==> config.mk <==
export PLATFORM = sky130hd
export DESIGN_NAME = weight_az_fsm
export DESIGN_NICKNAME = d
export VERILOG_FILES = /design/src/rtl/weight_az_fsm_pkg.sv /design/src/rtl/weight_az_fsm_l_mult_round.sv /design/src/rtl/weight_az_fsm.sv
export SDC_FILE = /design/constraint.sdc
export NUM_CORES = 2
export LEC_CHECK = 0
export BUFFER_PORTS_ARGS = -buffer_cell sky130_fd_sc_hd__buf_2
export CORE_UTILIZATION = 40
export DETAILED_ROUTE_END_ITERATION = 10
export GPL_TIMING_DRIVEN = 0
export PLACE_DENSITY = 0.54
export SLEW_MARGIN = 5
export SYNTH_ARGS = -nofsm -noshare
export SYNTH_HDL_FRONTEND = slang
export SYNTH_SLANG_ARGS = --single-unit
==> constraint.sdc <==
create_clock -name clk -period 8.5 [get_ports clk]
set_clock_uncertainty 0.1 [all_clocks]
set_input_delay 1.7 -clock clk [delete_from_list [all_inputs] [get_ports clk]]
set_output_delay 1.7 -clock clk [all_outputs]
set_load 0.02 [all_outputs]
==> src/rtl/weight_az_fsm_pkg.sv <==
// Shared constants and types for the perceptual weighting (Weight_Az) stage.
package weight_az_fsm_pkg;

  // LP order and default memory geometry.
  localparam int unsigned LpOrder = 10;
  localparam int unsigned AddrW   = 12;
  localparam int unsigned DataW   = 32;

  // Scratch-memory bases: interpolated A coefficients per subframe and the
  // two weighted-coefficient output buffers (gamma1 / gamma2).
  localparam logic [11:0] InterpA1Base    = 12'h100;
  localparam logic [11:0] InterpA2Base    = 12'h110;
  localparam logic [11:0] WeightAzAp1Base = 12'h200;
  localparam logic [11:0] WeightAzAp2Base = 12'h210;

  // Controller states.
  typedef enum logic [2:0] {
    StIdle,
    StInit,
    StWait0,
    StCopy,
    StWait,
    StCalc,
    StDone
  } state_e;

endpackage

==> src/rtl/weight_az_fsm_l_mult_round.sv <==
// Combinational round(L_mult(x, y)) with ITU basic-op saturation.
// With WEIGHT_AZ_OVF_EN defined a saturation flag output is added.
module weight_az_fsm_l_mult_round (
  input  logic signed [15:0] x_i,
  input  logic signed [15:0] y_i,
`ifdef WEIGHT_AZ_OVF_EN
  output logic               sat_o,
`endif
  output logic        [15:0] r_o
);

  logic signed [31:0] prod;
  logic signed [31:0] lmult;
  logic signed [32:0] sum;
  logic               mult_sat;
  logic               round_sat;

  // Doubling multiply, then add 0.5 LSB of the upper half and saturate.
  always_comb begin
    prod      = 32'(x_i) * 32'(y_i);
    // Only -1 * -1 overflows the doubled product.
    mult_sat  = (x_i == 16'sh8000) && (y_i == 16'sh8000);
    lmult     = mult_sat ? 32'sh7FFF_FFFF : (prod <<< 1);
    sum       = 33'(lmult) + 33'sh0_0000_8000;
    round_sat = (sum > 33'sh0_7FFF_FFFF);
    r_o       = round_sat ? 16'h7FFF : sum[31:16];
  end

`ifdef WEIGHT_AZ_OVF_EN
  assign sat_o = mult_sat | round_sat;
`endif

endmodule

==> src/rtl/weight_az_fsm.sv <==
// Weight_Az controller: ap[i] = round(a[i] * gamma^i), i = 0..M, read from and
// written back to shared scratch memory. Memory reads have one cycle of
// latency; all memory-side outputs are registered.
// Optional build macro WEIGHT_AZ_OVF_EN adds a sticky saturation flag (ovf).
module weight_az_fsm
  import weight_az_fsm_pkg::*;
#(
  parameter int unsigned M      = LpOrder,
  parameter int unsigned ADDR_W = AddrW,
  parameter int unsigned DATA_W = DataW
) (
  input  logic              clk,
  input  logic              reset,
  input  logic              start,
  input  logic [15:0]       gamma,
  input  logic [ADDR_W-1:0] aAddr,
  input  logic [ADDR_W-1:0] apAddr,
  input  logic [DATA_W-1:0] memIn,
  output logic [ADDR_W-1:0] memReadAddr,
  output logic [ADDR_W-1:0] memWriteAddr,
  output logic [DATA_W-1:0] memOut,
  output logic              memWrite,
`ifdef WEIGHT_AZ_OVF_EN
  output logic              ovf,
`endif
  output logic              done
);

  localparam int unsigned IdxW = $clog2(M + 1);

  state_e            state_q, state_d;
  logic [ADDR_W-1:0] a_addr_q, a_addr_d;
  logic [ADDR_W-1:0] ap_addr_q, ap_addr_d;
  logic [15:0]       gamma_q, gamma_d;
  logic [15:0]       fac_q, fac_d;
  logic [IdxW-1:0]   i_q, i_d;
  logic [ADDR_W-1:0] rd_addr_q, rd_addr_d;
  logic [ADDR_W-1:0] wr_addr_q, wr_addr_d;
  logic [15:0]       wdata_q, wdata_d;
  logic              we_q, we_d;
  logic              done_q, done_d;

  logic [15:0]       ap_val;
  logic [15:0]       fac_val;

  // Upper half of the read word carries no information.
  logic              unused_mem_hi;
  assign unused_mem_hi = ^memIn[DATA_W-1:16];

`ifdef WEIGHT_AZ_OVF_EN
  logic ovf_q, ovf_d;
  logic ap_sat, fac_sat;
`endif

  // ap[i] = round(a[i] * fac), fac = gamma^i.
  weight_az_fsm_l_mult_round u_ap_mult (
    .x_i   (memIn[15:0]),
`ifdef WEIGHT_AZ_OVF_EN
    .sat_o (ap_sat),
`endif
    .y_i   (fac_q),
    .r_o   (ap_val)
  );

  // Next power of gamma.
  weight_az_fsm_l_mult_round u_fac_mult (
    .x_i   (fac_q),
`ifdef WEIGHT_AZ_OVF_EN
    .sat_o (fac_sat),
`endif
    .y_i   (gamma_q),
    .r_o   (fac_val)
  );

  // State and datapath registers; async reset abandons any run in progress.
  always_ff @(posedge clk or posedge reset) begin
    if (reset) begin
      state_q   <= StIdle;
      a_addr_q  <= '0;
      ap_addr_q <= '0;
      gamma_q   <= '0;
      fac_q     <= '0;
      i_q       <= '0;
      rd_addr_q <= '0;
      wr_addr_q <= '0;
      wdata_q   <= '0;
      we_q      <= 1'b0;
      done_q    <= 1'b0;
`ifdef WEIGHT_AZ_OVF_EN
      ovf_q     <= 1'b0;
`endif
    end else begin
      state_q   <= state_d;
      a_addr_q  <= a_addr_d;
      ap_addr_q <= ap_addr_d;
      gamma_q   <= gamma_d;
      fac_q     <= fac_d;
      i_q       <= i_d;
      rd_addr_q <= rd_addr_d;
      wr_addr_q <= wr_addr_d;
      wdata_q   <= wdata_d;
      we_q      <= we_d;
      done_q    <= done_d;
`ifdef WEIGHT_AZ_OVF_EN
      ovf_q     <= ovf_d;
`endif
    end
  end

  // Next-state and datapath control.
  always_comb begin
    state_d   = state_q;
    a_addr_d  = a_addr_q;
    ap_addr_d = ap_addr_q;
    gamma_d   = gamma_q;
    fac_d     = fac_q;
    i_d       = i_q;
    rd_addr_d = rd_addr_q;
    wr_addr_d = wr_addr_q;
    wdata_d   = wdata_q;
    we_d      = 1'b0;
    done_d    = done_q;
`ifdef WEIGHT_AZ_OVF_EN
    ovf_d     = ovf_q;
`endif

    unique case (state_q)
      StIdle: begin
        if (start) begin
          gamma_d   = gamma;
          fac_d     = gamma;
          a_addr_d  = aAddr;
          ap_addr_d = apAddr;
          done_d    = 1'b0;
`ifdef WEIGHT_AZ_OVF_EN
          ovf_d     = 1'b0;
`endif
          state_d   = StInit;
        end
      end
      StInit: begin
        rd_addr_d = a_addr_q;
        state_d   = StWait0;
      end
      StWait0: begin
        state_d = StCopy;
      end
      StCopy: begin
        // ap[0] = a[0] unchanged.
        we_d      = 1'b1;
        wr_addr_d = ap_addr_q;
        wdata_d   = memIn[15:0];
        i_d       = IdxW'(1);
        rd_addr_d = a_addr_q + ADDR_W'(1);
        state_d   = StWait;
      end
      StWait: begin
        state_d = StCalc;
      end
      StCalc: begin
        we_d      = 1'b1;
        wr_addr_d = ap_addr_q + ADDR_W'(i_q);
        wdata_d   = ap_val;
        fac_d     = fac_val;
`ifdef WEIGHT_AZ_OVF_EN
        ovf_d     = ovf_q | ap_sat | fac_sat;
`endif
        if (i_q == IdxW'(M)) begin
          state_d = StDone;
        end else begin
          i_d       = i_q + IdxW'(1);
          rd_addr_d = a_addr_q + ADDR_W'(i_q) + ADDR_W'(1);
          state_d   = StWait;
        end
      end
      StDone: begin
        done_d  = 1'b1;
        state_d = StIdle;
      end
      default: begin
        state_d = StIdle;
      end
    endcase
  end

  assign memReadAddr  = rd_addr_q;
  assign memWriteAddr = wr_addr_q;
  assign memOut       = {{(DATA_W - 16){1'b0}}, wdata_q};
  assign memWrite     = we_q;
  assign done         = done_q;
`ifdef WEIGHT_AZ_OVF_EN
  assign ovf          = ovf_q;
`endif

endmodule

* Word-level counts from Yosys, hierarchy flattened *
Cells that the tools add are included.

storage, ports and cells
  word-level logic and storage cells = 65
  bits in registers = 105

operators by class
  add/subtract/negate cells = 7
  multipliers = 2
  order comparisons = 2
  mux-type cells = 18
  reductions and logical operators = 13
  eq/ne operators = 12

operators with widths
  operator                number
  $add 32x17->33 const B  2
  $gt 33x32->1 const B    2
  $mux 32                 2
  $pmux 16 s2             2
  $mul 16x16->31          2
  $eq 16x16->1 const B    3
  $mux 16                 3
  $pmux 12 s3             1
  $add 12x1->12 const B   2
  $add 12x4->12           2
  $pmux 12 s2             1
  $pmux 3 s6              1
  $mux 12                 1
  $reduce_and 2->1        5
  $eq 3x3->1 const B      3
  $pmux 4 s2              1
  $eq 3x2->1 const B      2
  $reduce_bool 2->1       3
  $add 4x1->4 const B     1
  $eq 4x4->1 const B      1
  $mux 4                  1
  $ne 2x2->1 const B      2
  $eq 3x1->1 const B      1
  $logic_not 3->1         1
  7 further kinds         9

* Longest topological paths before layout *
  word-level depth = 7
  gate-level depth with buffers = 30
  depth with buffers taken out = 28

* Cells and area by module *
From an unflattened synthesis, not the netlist that was laid out.

second synthesis, totals
  cell total of the unflattened synthesis = 2887
  area, all modules = 26087.5 µm²

modules (own cells, without submodules)
  module                                    area an instance (µm²)  cells an instance  instances  sequential area each (µm²)
  weight_az_fsm_l_mult_round at u_ap_mult   10576.4                 1213               1          0.0
  weight_az_fsm_l_mult_round at u_fac_mult  10385.0                 1173               1          0.0
  weight_az_fsm                             5126.2                  501                1          2627.5

* Worst setup path before layout *
Ideal clock, no wire load.

  path kind = input-to-reg
  start point = in memIn[15]
  end point = reg wdata_q[8]
  arrival = 8.526 ns
  stages = 27
  path slack = -0.193 ns
  cell sequence = buf_2 > clkbuf_1 > nand2_1 > inv_1 > fa_1 > inv_1 > fa_1 > inv_1 > fa_1 > fa_1 > fa_1 > inv_1 > fa_1 > inv_1 > ha_1 > a21o_1 > a21o_1 > a21o_1 > a21oi_1 > o211ai_1 > o41ai_1 > xnor2_1 > or4b_1 > a211o_1 > buf_6 > or2_4 > nand3_2

on the way
  cells in the longest elaborated chain, start to end = 7

RTL lines
  item                                                    line                              text
  start, declared                                         weight_az_fsm.sv:18               input logic [DATA_W-1:0] memIn,
  branches (longest 2 deep; another with $mul 16x16->31)  --
  $mux 32 *                                               weight_az_fsm_l_mult_round.sv:23  lmult = mult_sat ? 32'sh7FFF_FFFF : (prod <<< 1);
  $add 32x17->33 *                                        weight_az_fsm_l_mult_round.sv:24  sum = 33'(lmult) + 33'sh0_0000_8000;
  $gt 33x32->1                                            weight_az_fsm_l_mult_round.sv:25  round_sat = (sum > 33'sh0_7FFF_FFFF);
  $mux 16 *                                               weight_az_fsm_l_mult_round.sv:26  r_o = round_sat ? 16'h7FFF : sum[31:16];
  $pmux 16 s2 *                                           weight_az_fsm.sv:127              unique case (state_q)
  end signal, assigned                                    weight_az_fsm.sv:101              wdata_q <= wdata_d;
  end, declared                                           weight_az_fsm.sv:39               logic [15:0] wdata_q, wdata_d;

Every way passes the cells marked *.
A chain may end at the register's enable or synchronous reset.

* Final worst setup path *
  start point = in memIn[7]
  end point = reg wdata_q[3]

Same word-level chain as after synthesis.

==> results.env <==
GLOBAL_ROUTE_TOTAL_OVERFLOW=0
TNS_NS=0
CLOCK_TREE.ROOT_CELL='sky130_fd_sc_hd__clkbuf_16'
MULTIINPUTGATEAREA_UM2=20190
TRITONCTS='done'
GRT.TOTAL_USAGE_PCT=25.36
SYNTH_CELL_TYPES=86
WORST_PATH_ARRIVAL_NS=8.60
ROUTE.ANTENNA.REMAINING_NETS=0
FINALWORSTPATHREQUIREDPERIOD_NS=8.370
INITIAL_CELL_DENSITY_OF_THE_CORE_PCT=40.83
MAX-CLOCK-PATH-BUFFERS=2
FILLER_INSTANCES=6136
CLKSLEWWORSTSETUPHOLDPATHS_NS=0.08
END_KIND='flop'
DIE_AREA_UM2=64470
PERIOD_SHARE_PCT=98.48
STATUS='finished clean'
VIA_COUNT=19792
IO_PINS=133
SYNTHESIS.YOSYS.WARNINGS=0
SYN_AREA_UM2=25380
FF2FF_SETUP_SLACK_NS=0.40
HOLDCRITPATHCLASS='reg2reg'
POST_SYNTHESIS_INSTANCE_TOTAL=2882
ROW_COUNT=91
GRT_PASS1_VIAS=21072
SYNTHTOLAYOUTAREAGROWTH_PCT=10.69
NUMBER_OF_ENABLE_FLIP_FLOP_CELLS_AFTER_SYNTHESIS=0
DIE_W_UM=253.9
DRV_SLEW=0
GRT_FIRST_PASS_WIRELENGTH_MM=123.0
PLACE.GP.CONGESTION=0.9192
DRT-VIAS-PER-INSTANCE=5.138
AVGSYNTHCELLAREA_UM2=8.808
PORTBUFFERS=87
SYNTH-MAIN-FF-CELL='sky130_fd_sc_hd__dfrtp_1'
YOSYSSEQAREASHARE_PCT=10.35
WORST_SLEW_PIN_SLEW_NS=0.9700
NNETSFINAL=3772
TIMING.MAX_SLEW.REL_SLACK_PCT=35.34
WIRE_PER_INST_UM=20.42
NUMBER_OF_VIOLATIONS_OF_THE_MAX_CAPACITANCE_LIMIT=0
CTSHTREEMAXLEVEL=3
SETUP.WORST_PATH.CLASS='in2reg'
INITIAL_ANTENNA_VIOLATION_COUNT=3
PATH_MAX_FANOUT=10
CTS_BUFFERS=9
POSTSYNTHREGISTERBITS=105
MAX_CLOCK_FREQ_GHz=0.1195
FF_LATCH_AREA_UM2=2636
WORST-ENDPOINT-REQUIRED_NS=8.72
INITIALDRTVIOLATIONCOUNT=1162
DETAIL_ROUTE.FIRST_PASS.ITERATIONS=5
PLACE_HPWL_MM=65.49
FINAL_HOLD_VIOL_COUNT=0
SYNTHARSTFLOPSHARE_PCT=100.0
CTS.SINK_COUNT=105
FINALSETUPVIOLATIONS=0
GRT_START_MAX_NET_PINS=80
POST_ROUTE_CELLS_DRIVE_ABOVE_1_SHARE_PCT=10.59
DIEHEIGHT_UM=253.9
POST-ROUTE-DRC-COUNT=0
POSTROUTEWIRELENGTH_MM=78.65
CRITPATHLAUNCHTYPE='input port'
COREAREA_UM2=62170
WORSTSKEWPAIRLATENCY_NS=0.38
==> per-layer routing <==
layer / global-route usage [%] / vias up / wire length [µm]
li1: - / 8968 / -
met1: 34.46 / 10066 / 33810
met2: 42.15 / 629 / 37440
met3: 3.155 / 125 / 4819
met4: 7.694 / 4 / 2550
met5: 0 / - / 34
==> cells in the mapped netlist (all sizes together) (15+ instances only) <==
library cell	instances	area [µm²]
inv	597	2241
fa	514	10290
nand2	467	1753
and2	242	1515
ha	175	2190
clkbuf	140	525.5
dfrtp	105	2628
nor2	79	299.0
a21oi	76	387.9
o21ai	66	330.3
xnor2	66	578.1
nand3	29	155.2
xor2	28	245.2
buf	26	173.9
and3	25	156.4
a31oi	19	118.9
nand2b	18	112.6
nor3	16	90.09
a211oi	15	117.6
==> cells in the final DEF (no fill, tap or decap), types with 16 or more instances in the layout <==
master                     netlist  final
sky130_fd_sc_hd__clkbuf_2        0     35
sky130_fd_sc_hd__conb_1          1     16
sky130_fd_sc_hd__buf_2           7     96
sky130_fd_sc_hd__o21ai_0        62     60
sky130_fd_sc_hd__nand3_1        27     27
sky130_fd_sc_hd__clkbuf_1      140     50
sky130_fd_sc_hd__a31oi_1        19     19
sky130_fd_sc_hd__xor2_1         28     27
sky130_fd_sc_hd__and3_1         25     23
sky130_fd_sc_hd__dfrtp_1       105     98
sky130_fd_sc_hd__ha_1          175    165
sky130_fd_sc_hd__xnor2_1        66     63
sky130_fd_sc_hd__nand2b_1       18     17
sky130_fd_sc_hd__nor2_1         78     77
sky130_fd_sc_hd__inv_1         597    590
sky130_fd_sc_hd__and2_1        241    239
sky130_fd_sc_hd__a21oi_1        74     69
sky130_fd_sc_hd__buf_4          16     50
sky130_fd_sc_hd__fa_1          514    507
sky130_fd_sc_hd__nand2_1       467    464
==> registers in the layout, indices dropped and copies added, names as in the netlist <==
signal        count
a_addr_q         12
memWriteAddr     12
memWrite          1
done              1
ap_addr_q        12
memReadAddr      12
state_q           3
i_q               4
fac_q            16
wdata_q          16
gamma_q          16
==> kinds of logic (layout without fill, tap and decap cells) <==
| family | Yosys count | count (layout) | synth area share, % |
|---|---|---|---|
| adders and majority gates | 689 | 689 | 49.16 |
| AOI/OAI and AO/OA | 296 | 296 | 7.832 |
| muxes | 4 | 4 | 0.1627 |
| buffers and inverters | 763 | 879 | 11.58 |
| DFF | 105 | 105 | 10.35 |
| and+or+nand+nor | 930 | 930 | 17.65 |
| other | 1 | 18 | 0.01477 |
| xor gates and xnor gates | 94 | 94 | 3.243 |
==> worst max-delay path: stages <==
cell and delay [ns]:
sky130_fd_sc_hd__buf_8 0.15, sky130_fd_sc_hd__buf_8 0.16, sky130_fd_sc_hd__nand2_1 0.08, sky130_fd_sc_hd__fa_1 0.56, sky130_fd_sc_hd__inv_1 0.05, sky130_fd_sc_hd__fa_1 0.56
sky130_fd_sc_hd__fa_1 0.46, sky130_fd_sc_hd__fa_1 0.52, sky130_fd_sc_hd__fa_1 0.55, sky130_fd_sc_hd__inv_1 0.05, sky130_fd_sc_hd__fa_1 0.53, sky130_fd_sc_hd__inv_1 0.04
sky130_fd_sc_hd__ha_2 0.33, sky130_fd_sc_hd__a21o_1 0.21, sky130_fd_sc_hd__a211oi_4 0.30, sky130_fd_sc_hd__and2_4 0.21, sky130_fd_sc_hd__a211oi_2 0.08, sky130_fd_sc_hd__o21a_1 0.19
sky130_fd_sc_hd__or4b_4 0.55, sky130_fd_sc_hd__o41ai_4 0.37, sky130_fd_sc_hd__o21ai_2 0.10, sky130_fd_sc_hd__a211o_1 0.37, sky130_fd_sc_hd__buf_2 0.19, sky130_fd_sc_hd__a21oi_1 0.14
sky130_fd_sc_hd__a221o_1 0.13
==> metrics by stage <==
step           utilization (%)  worst slack (ns)  hold slack (ns)  instances  area [µm²]
2_1_floorplan                -           0.01521           0.3655       2897       25570
3_5_place_dp             43.57            -1.346           0.3740       3822       27080
3_3_place_gp             43.51            -1.336           0.3637       3821       27050
5_1_grt                  45.19          -0.02066           0.4205       3851       28090
6_report                 45.20            0.1295           0.3834       3852       28100
4_1_cts                  44.47          0.002835           0.3932       3840       27650
==> worst paths after layout <==
path / end / start / cells after the start
worst min register to register: memReadAddr[6] / memReadAddr[6] / 2
worst max-delay path: wdata_q[3] / memIn[7] / 25
worst max register to register: fac_q[11] / fac_q[11] / 25
min in group asynchronous: memReadAddr[0] / reset / 2
worst min-delay path: memReadAddr[6] / memReadAddr[6] / 2
max in group asynchronous: gamma_q[2] / reset / 3
==> repair_timing <==
item / in CTS / in global routing
cloned: 0 / 1
pin swaps: 14 / 32
resized for setup: 71 / 162
hold buffers: 0 / 0
setup endpoints to repair: 32 / 32
buffers inserted: 9 / 20
==> final cells by class <==
type / instances / share of cell area [%]
plain buffers: 148 / 3.411
clock inverters: 7 / 0.3117
flip-flops and latches: 105 / 9.383
well taps: 837 / 3.727
multi-input cells: 2029 / 71.86
inverters: 597 / 8.020
clock buffers: 9 / 0.8016
repair buffers: 118 / 2.467
diodes: 2 / 0.01781
Power is not shown: default switching activity piles up to over one toggle a cycle in this logic, so the estimate is an artifact.
